==> src/rtl/uart_led_top.sv <==
// uart_led_top: 8N1 UART receiver that latches framed bytes onto leds; a btn1 press
// re-transmits the displayed byte on uart_tx.
`timescale 1ns/1ps
module uart_led_top #(
   parameter int CLKS_PER_BIT = 8
) (
   input  logic       clk,
   input  logic       reset,
   input  logic       uart_rx,
   input  logic       btn1,
   output logic       uart_tx,
   output logic [7:0] leds
);
   localparam int CW = $clog2(CLKS_PER_BIT);
   typedef enum logic [1:0] {IDLE, START, DATA, STOP} state_t;
   state_t rx_state, rx_next, tx_state, tx_next;
   logic rx_meta, rx_s, btn_meta, btn_s, btn_d, btn_fall;
   logic [CW-1:0] rx_cnt, tx_cnt;
   logic [2:0] rx_bit, tx_bit;
   logic [7:0] rx_sh, tx_sh;
   logic rx_half, rx_end, tx_end;
   logic rx_shift, rx_load, tx_shift, tx_load;

   // Synchronisers reset to the idle-high level so reset release never looks like an edge.
   always_ff @(posedge clk or posedge reset)
      if (reset) {rx_meta, rx_s, btn_meta, btn_s, btn_d} <= '1;
      else {rx_meta, rx_s, btn_meta, btn_s, btn_d} <= {uart_rx, rx_meta, btn1, btn_meta, btn_s};

   assign btn_fall = btn_d & ~btn_s;
   assign rx_half  = rx_cnt == CW'(CLKS_PER_BIT / 2 - 1);
   assign rx_end   = rx_cnt == CW'(CLKS_PER_BIT - 1);
   assign tx_end   = tx_cnt == CW'(CLKS_PER_BIT - 1);

   always_ff @(posedge clk or posedge reset)
      if (reset) begin
         rx_state <= IDLE;
         tx_state <= IDLE;
      end else begin
         rx_state <= rx_next;
         tx_state <= tx_next;
      end

   always_comb begin
      rx_next = rx_state;
      case (rx_state)
         IDLE:    if (!rx_s) rx_next = START;
         START:   if (rx_half) rx_next = rx_s ? IDLE : DATA;
         DATA:    if (rx_end && rx_bit == 3'd7) rx_next = STOP;
         default: if (rx_end) rx_next = IDLE;
      endcase
   end

   always_comb begin
      tx_next = tx_state;
      case (tx_state)
         IDLE:    if (btn_fall) tx_next = START;
         START:   if (tx_end) tx_next = DATA;
         DATA:    if (tx_end && tx_bit == 3'd7) tx_next = STOP;
         default: if (tx_end) tx_next = IDLE;
      endcase
   end

   always_comb begin
      rx_shift = rx_state == DATA && rx_end;
      rx_load  = rx_state == STOP && rx_end && rx_s;
      tx_load  = tx_state == IDLE && btn_fall;
      tx_shift = tx_state == DATA && tx_end;
      uart_tx  = tx_state == START ? 1'b0 : tx_state == DATA ? tx_sh[0] : 1'b1;
   end

   // Bit timer restarts on every state change so the first data sample lands one bit after mid-start.
   always_ff @(posedge clk or posedge reset)
      if (reset) begin
         rx_cnt <= '0;
         rx_bit <= '0;
         rx_sh  <= '0;
         leds   <= '0;
      end else begin
         rx_cnt <= (rx_state == IDLE || rx_next != rx_state || rx_end) ? '0 : rx_cnt + 1'b1;
         rx_bit <= rx_state == IDLE ? 3'd0 : rx_shift ? rx_bit + 3'd1 : rx_bit;
         if (rx_shift) rx_sh <= {rx_s, rx_sh[7:1]};
         if (rx_load) leds <= rx_sh;
      end

   always_ff @(posedge clk or posedge reset)
      if (reset) begin
         tx_cnt <= '0;
         tx_bit <= '0;
         tx_sh  <= '0;
      end else begin
         tx_cnt <= (tx_state == IDLE || tx_end) ? '0 : tx_cnt + 1'b1;
         tx_bit <= tx_state == IDLE ? 3'd0 : tx_shift ? tx_bit + 3'd1 : tx_bit;
         tx_sh  <= tx_load ? leds : tx_shift ? {1'b0, tx_sh[7:1]} : tx_sh;
      end
endmodule

==> config.mk <==
export PLATFORM = sky130hd
export DESIGN_NAME = uart_led_top
export DESIGN_NICKNAME = d
export VERILOG_FILES = /design/src/rtl/uart_led_top.sv
export SDC_FILE = /design/constraint.sdc
export NUM_CORES = 1
export LEC_CHECK = 0
export ABC_CLOCK_PERIOD_IN_PS = 1700
export BUFFER_PORTS_ARGS = -buffer_cell sky130_fd_sc_hd__clkbuf_2
export CORE_MARGIN = 1.5
export CORE_UTILIZATION = 59
export CTS_CLUSTER_SIZE = 14
export DETAILED_ROUTE_END_ITERATION = 8
export PLACE_DENSITY_LB_ADDON = 0.2
export SKIP_CTS_REPAIR_TIMING = 1
export SLEW_MARGIN = 20
export SYNTH_ARGS = -nofsm -noshare
export SYNTH_HDL_FRONTEND = slang
export SYNTH_SLANG_ARGS = --single-unit
==> constraint.sdc <==
create_clock -name clk -period 1.7 [get_ports clk]
set_clock_uncertainty 0.05 [all_clocks]
set_input_delay 0.425 -clock clk [delete_from_list [all_inputs] [get_ports clk]]
set_output_delay 0.425 -clock clk [all_outputs]
set_load 0.02 [all_outputs]
**Word level (Yosys, flattened, before mapping)**

Cells that the tools add are included.

- Bits in latches: 0
- Word-level logic and storage cells: 72
- RAM bits: 0
- Bits in registers: 45
- Memories kept: 0
- Memory bits (read-only): 0
- Input bits: 4
- Output and inout bits: 9

- Reductions and logical operators: 17
- Multipliers: 0
- Add/subtract/negate cells: 4
- Bitwise operators: 2
- Div/mod/pow operators: 0
- Equality and inequality tests: 14
- Shift-type cells: 0
- Muxes and demuxes: 21
- $lt $le $gt $ge: 0

Operators by type and width:

| kind | count |
|---|---|
| $mux W2 | 9 |
| $mux W3 | 6 |
| $mux W8 | 2 |
| $add A3 B1 Y3 const B | 4 |
| $eq A3 B3 Y1 const B | 4 |
| $pmux W2 S3 | 2 |
| $logic_and A1 B1 Y1 | 7 |
| $eq A2 B2 Y1 const B | 3 |
| $ne A2 B2 Y1 const B | 3 |
| $reduce_bool A2 Y1 | 3 |
| $eq A2 B1 Y1 const B | 2 |
| $logic_not A2 Y1 | 2 |
| $reduce_and A4 Y1 | 1 |
| $eq A3 B2 Y1 const B | 1 |
| $logic_or A1 B1 Y1 | 3 |
| $reduce_bool A3 Y1 | 1 |
| $mux W1 | 2 |
| $ne A2 B2 Y1 | 1 |
| $and A1 B1 Y1 | 1 |
| $not A1 Y1 | 1 |

**Depth between registers and ports, before layout**

- Depth after elaboration: 8
- Depth in mapped cells: 7
- Gate-level depth less buffers: 5

**Worst setup path after synthesis**

No wires, ideal clock.

- Kind: register to register
- Start point: register rx_cnt[0]
- End point: register leds[0]
- Arrival: 1404 ps
- Buffers on the path: 1
- Stages on the path, launching flop included: 6
- Slack: 122 ps
- Path through: dfrtp_1 > ha_1 > ha_1 > buf_4 > nand4_2 > mux2_2

- Cells in the longest elaborated chain, start to end: 3

Ends and longest elaborated chain:

| what | line | RTL |
|---|---|---|
| start, declared | 18 | `logic [CW-1:0] rx_cnt, tx_cnt;` |
| start signal, assigned | 79 | `rx_cnt <= (rx_state == IDLE \|\| rx_next != rx_state \|\| rx_end) ? '0 : rx_cnt + 1'b1;` |
| $eq A3 B3 Y1 | 31 | `assign rx_end = rx_cnt == CW'(CLKS_PER_BIT - 1);` |
| $logic_and A1 B1 Y1 (2 in series) | 65 | `rx_load = rx_state == STOP && rx_end && rx_s;` |
| end signal, assigned | 82 | `if (rx_load) leds <= rx_sh;` |
| end, declared | 12 | `output logic [7:0] leds` |

No other way between the ends.
A chain may end at the register's enable or synchronous reset.

**Final worst setup path**

- Start point: register tx_state[0]
- End point: output uart_tx

- Cells in the longest elaborated chain, start to end: 3
- Elaborated cells between the ends (all ways): 4
- Classes of those cells: eq/ne: 2; mux: 2

Ends and longest elaborated chain:

| what | line | RTL |
|---|---|---|
| start, declared | 16 | `state_t rx_state, rx_next, tx_state, tx_next;` |
| start signal, assigned | 40 | `tx_state <= tx_next;` |
| $eq A2 B2 Y1 | 68 | `uart_tx = tx_state == START ? 1'b0 : tx_state == DATA ? tx_sh[0] : 1'b1;` |
| $mux W1 | 68 |  |
| $mux W1 (*) | 68 |  |
| end, declared | 11 | `output logic uart_tx,` |

Mark *: on every way between the ends. The rest lies on a longest branch, timed or not.

==> run summary <==
GP Congestion - 0.7480
largest net degree at the start of global routing - 23
fin crit period - 1.816 ns
flop-to-flop setup slack - -0.07 ns
synthesized area per cell - 12.82 µm²
DIE AREA - 3747 µm²
initial antenna violation count - 0
CP endpoint - uart_tx
first-pass GRT wire length - 5423 µm
most common cell after layout, fill and taps aside - dfrtp_1
crit-path cells - inv_2, ha_4, a21oi_2, buf_4
fmax - 0.5506 GHz
Seq/Total Area, Yosys - 56.63%
crit path from - tx_state[0]
Mapped Nets - 172
DR iter-0 viols - 47
setup ws final - -0.1161 ns
antenna viol nets, final - 0
Final #Nets - 192
Port Buffers - 12
fin crit share - 106.8%
arrival time worst endpoint - 1.34 ns
WS Path Type - flip-flop to output port
cell area power density - 1413 nW/µm²
failing checks - setup timing
final slew viol count - 0
Reg clk slew, reported paths - 0.13 ns
Core Box Area - 3128 µm²
Total Routing Usage GR - 20.67%
DRT Pass-1 Iters - 4
clk sinks - 45
Place WS - 0.01311 ns
Post-Syn Area - 1999 µm²
Wirelength per Cell - 14.67 µm
TNS Setup - -0.1825 ns
row count - 20
Setup crit start kind - flip-flop
I/O pins - 13
Die Y - 61.22 µm
placed cells - 209
required time of the critical path - 1.22 ns
Worst-Margin Slew - 0.5332 ns
Final setup viols - 2
Post-Route WL - 3242 µm
crit end category - output port
Slew HR - 64.23%
Detail Placement HPWL - 2234 µm
outcome - finished, violations left
CTS tree - yes
FF-to-FF End - tx_state[1]
Max FO, Critical Path - 3
Worst path max stage delay - 0.45 ns
Max IR drop VDD - 1.069 mV
Pleak - 0.001184 µW
Ant. Diodes - 0
synthesized instance count - 156
RSZ-0062 raised after global routing - true
Ys Warns - 0
worst skew pair latency - 0.37 ns
via/cell ratio - 5.253
Worst Hold Class - input port to flip-flop
number of global-route vias before repair - 1216
Fin. Hold Viols - 0
r2r worst-path depth - 5
total gr overflow - 0
CTS buffer count - 5
reg2reg start - tx_state[0]
Non-Filler Instances - 221
Max Buffers Root-to-Sink - 2
clock tree root buffer cell - clkbuf_4
layout cells sized above 1 - 36.16%
Yosys cell types - 30
Starting Density - 63.92%
Die X - 61.22 µm
Area Growth Syn to Fin - 14.83%
via count - 1161
htree depth - 2
Synth Register Bits - 45
slowest cell on the critical path - dfrtp_1
# DRC - 0
most frequent cells in the layout - 40 x dfrtp_1, 16 x mux2_2, 13 x nor2_1, 11 x clkbuf_2, 9 x a21oi_1
max-cap violations - 0
==> sequential cells by signal, indices dropped and copies added (netlist names), 2 cells and up <==
signal and flops:
tx_cnt 3, tx_state 2, rx_state 2, rx_sh 8, tx_sh 8, rx_cnt 3, tx_bit 3, rx_bit 3
leds 8
==> layout make-up <==
type	count	area, µm²
tap	44	55.05
timing repair buffer	20	150.1
sequential	45	1132
clock buffer	6	51.30
inverter	11	41.29
multi-input combinational	93	828.3
fill	225	832.0
clock inverter	2	37.54
==> cells in the mapped netlist, drive strengths merged <==
| master | n | area share (%) |
|---|---|---|
| nor3b | 3 | 1.4 |
| nand3b | 2 | 1.6 |
| o221ai | 1 | 0.75 |
| a21oi | 10 | 2.5 |
| xor2 | 1 | 0.44 |
| dfrtp | 40 | 50 |
| buf | 7 | 2.8 |
| nand2 | 6 | 1.1 |
| nand4 | 1 | 0.63 |
| a22o | 2 | 0.88 |
| o21ai | 5 | 1.3 |
| mux2 | 17 | 9.8 |
| a32oi | 1 | 0.44 |
| inv | 11 | 2.1 |
| dfstp | 5 | 6.6 |
| ha | 12 | 7.5 |
| mux2i | 7 | 3.5 |
| nor2 | 13 | 2.4 |
| nand2b | 2 | 0.63 |
| mux4 | 1 | 1.1 |
| nor3 | 1 | 0.25 |
| nand3 | 3 | 0.75 |
| a21o | 1 | 0.38 |
| a31oi | 2 | 0.63 |
| nor2b | 2 | 0.63 |
==> kinds of logic after synthesis <==
group                    synth area share, %
flip-flops                             56.63
AND/OR/NAND/NOR                        9.386
multiplexers                           14.39
AO/OA/AOI/OAI                          6.821
buffers and inverters                  4.818
adder cells (fa/ha/maj)                7.509
XOR/XNOR                              0.4381
==> worst max-delay path: cells and delay by family (launching register included) <==
kind | cells | cell delay (ns)
buffers and inverters | 2 | 0.24
AO/OA/AOI/OAI | 1 | 0.11
flip-flops | 1 | 0.45
adder cells (fa/ha/maj) | 1 | 0.18
==> stage by stage <==
stage	hold WS, ns	power (µW)	instance area, µm²	util (%)
6_report	0.07347	3245	2296	73.40
3_5_place_dp	0.2990	2410	2115	67.60
2_1_floorplan	0.2952	2233	1999	-
5_1_grt	0.04624	3462	2296	73.40
3_3_place_gp	0.2957	2329	2115	67.60
4_1_cts	-0.06170	3112	2203	70.44
==> metal layers <==
| layer | global-route usage, % | up-vias | share of wire [%] |
|---|---|---|---|
| met5 | 0 | - | 0 |
| met4 | 6.522 | 0 | 0.86 |
| met3 | 7.563 | 3 | 3.9 |
| met2 | 34.65 | 18 | 51 |
| met1 | 25.00 | 568 | 44 |
| li1 | - | 572 | - |
==> where the power goes <==
part / internal [µW] / total [µW] / switching, µW / leakage [µW]
Combinational: 517 / 1030 / 511 / 0.000562
Sequential: 1320 / 1530 / 209 / 0.000578
Clock: 349 / 689 / 340 / 0.0000445
==> worst min path at each step <==
stage	from	slack, ns	end	depth (start not counted)
5_1_grt	btn1	0.05	btn_meta	1
3_3_place_gp	rx_meta	0.30	rx_s	0
6_report	btn1	0.07	btn_meta	1
3_5_place_dp	rx_meta	0.30	rx_s	0
2_1_floorplan	btn_meta	0.30	btn_s	0
4_1_cts	reset	-0.06	rx_bit[1]	2
(Power assumes the default switching activity.)
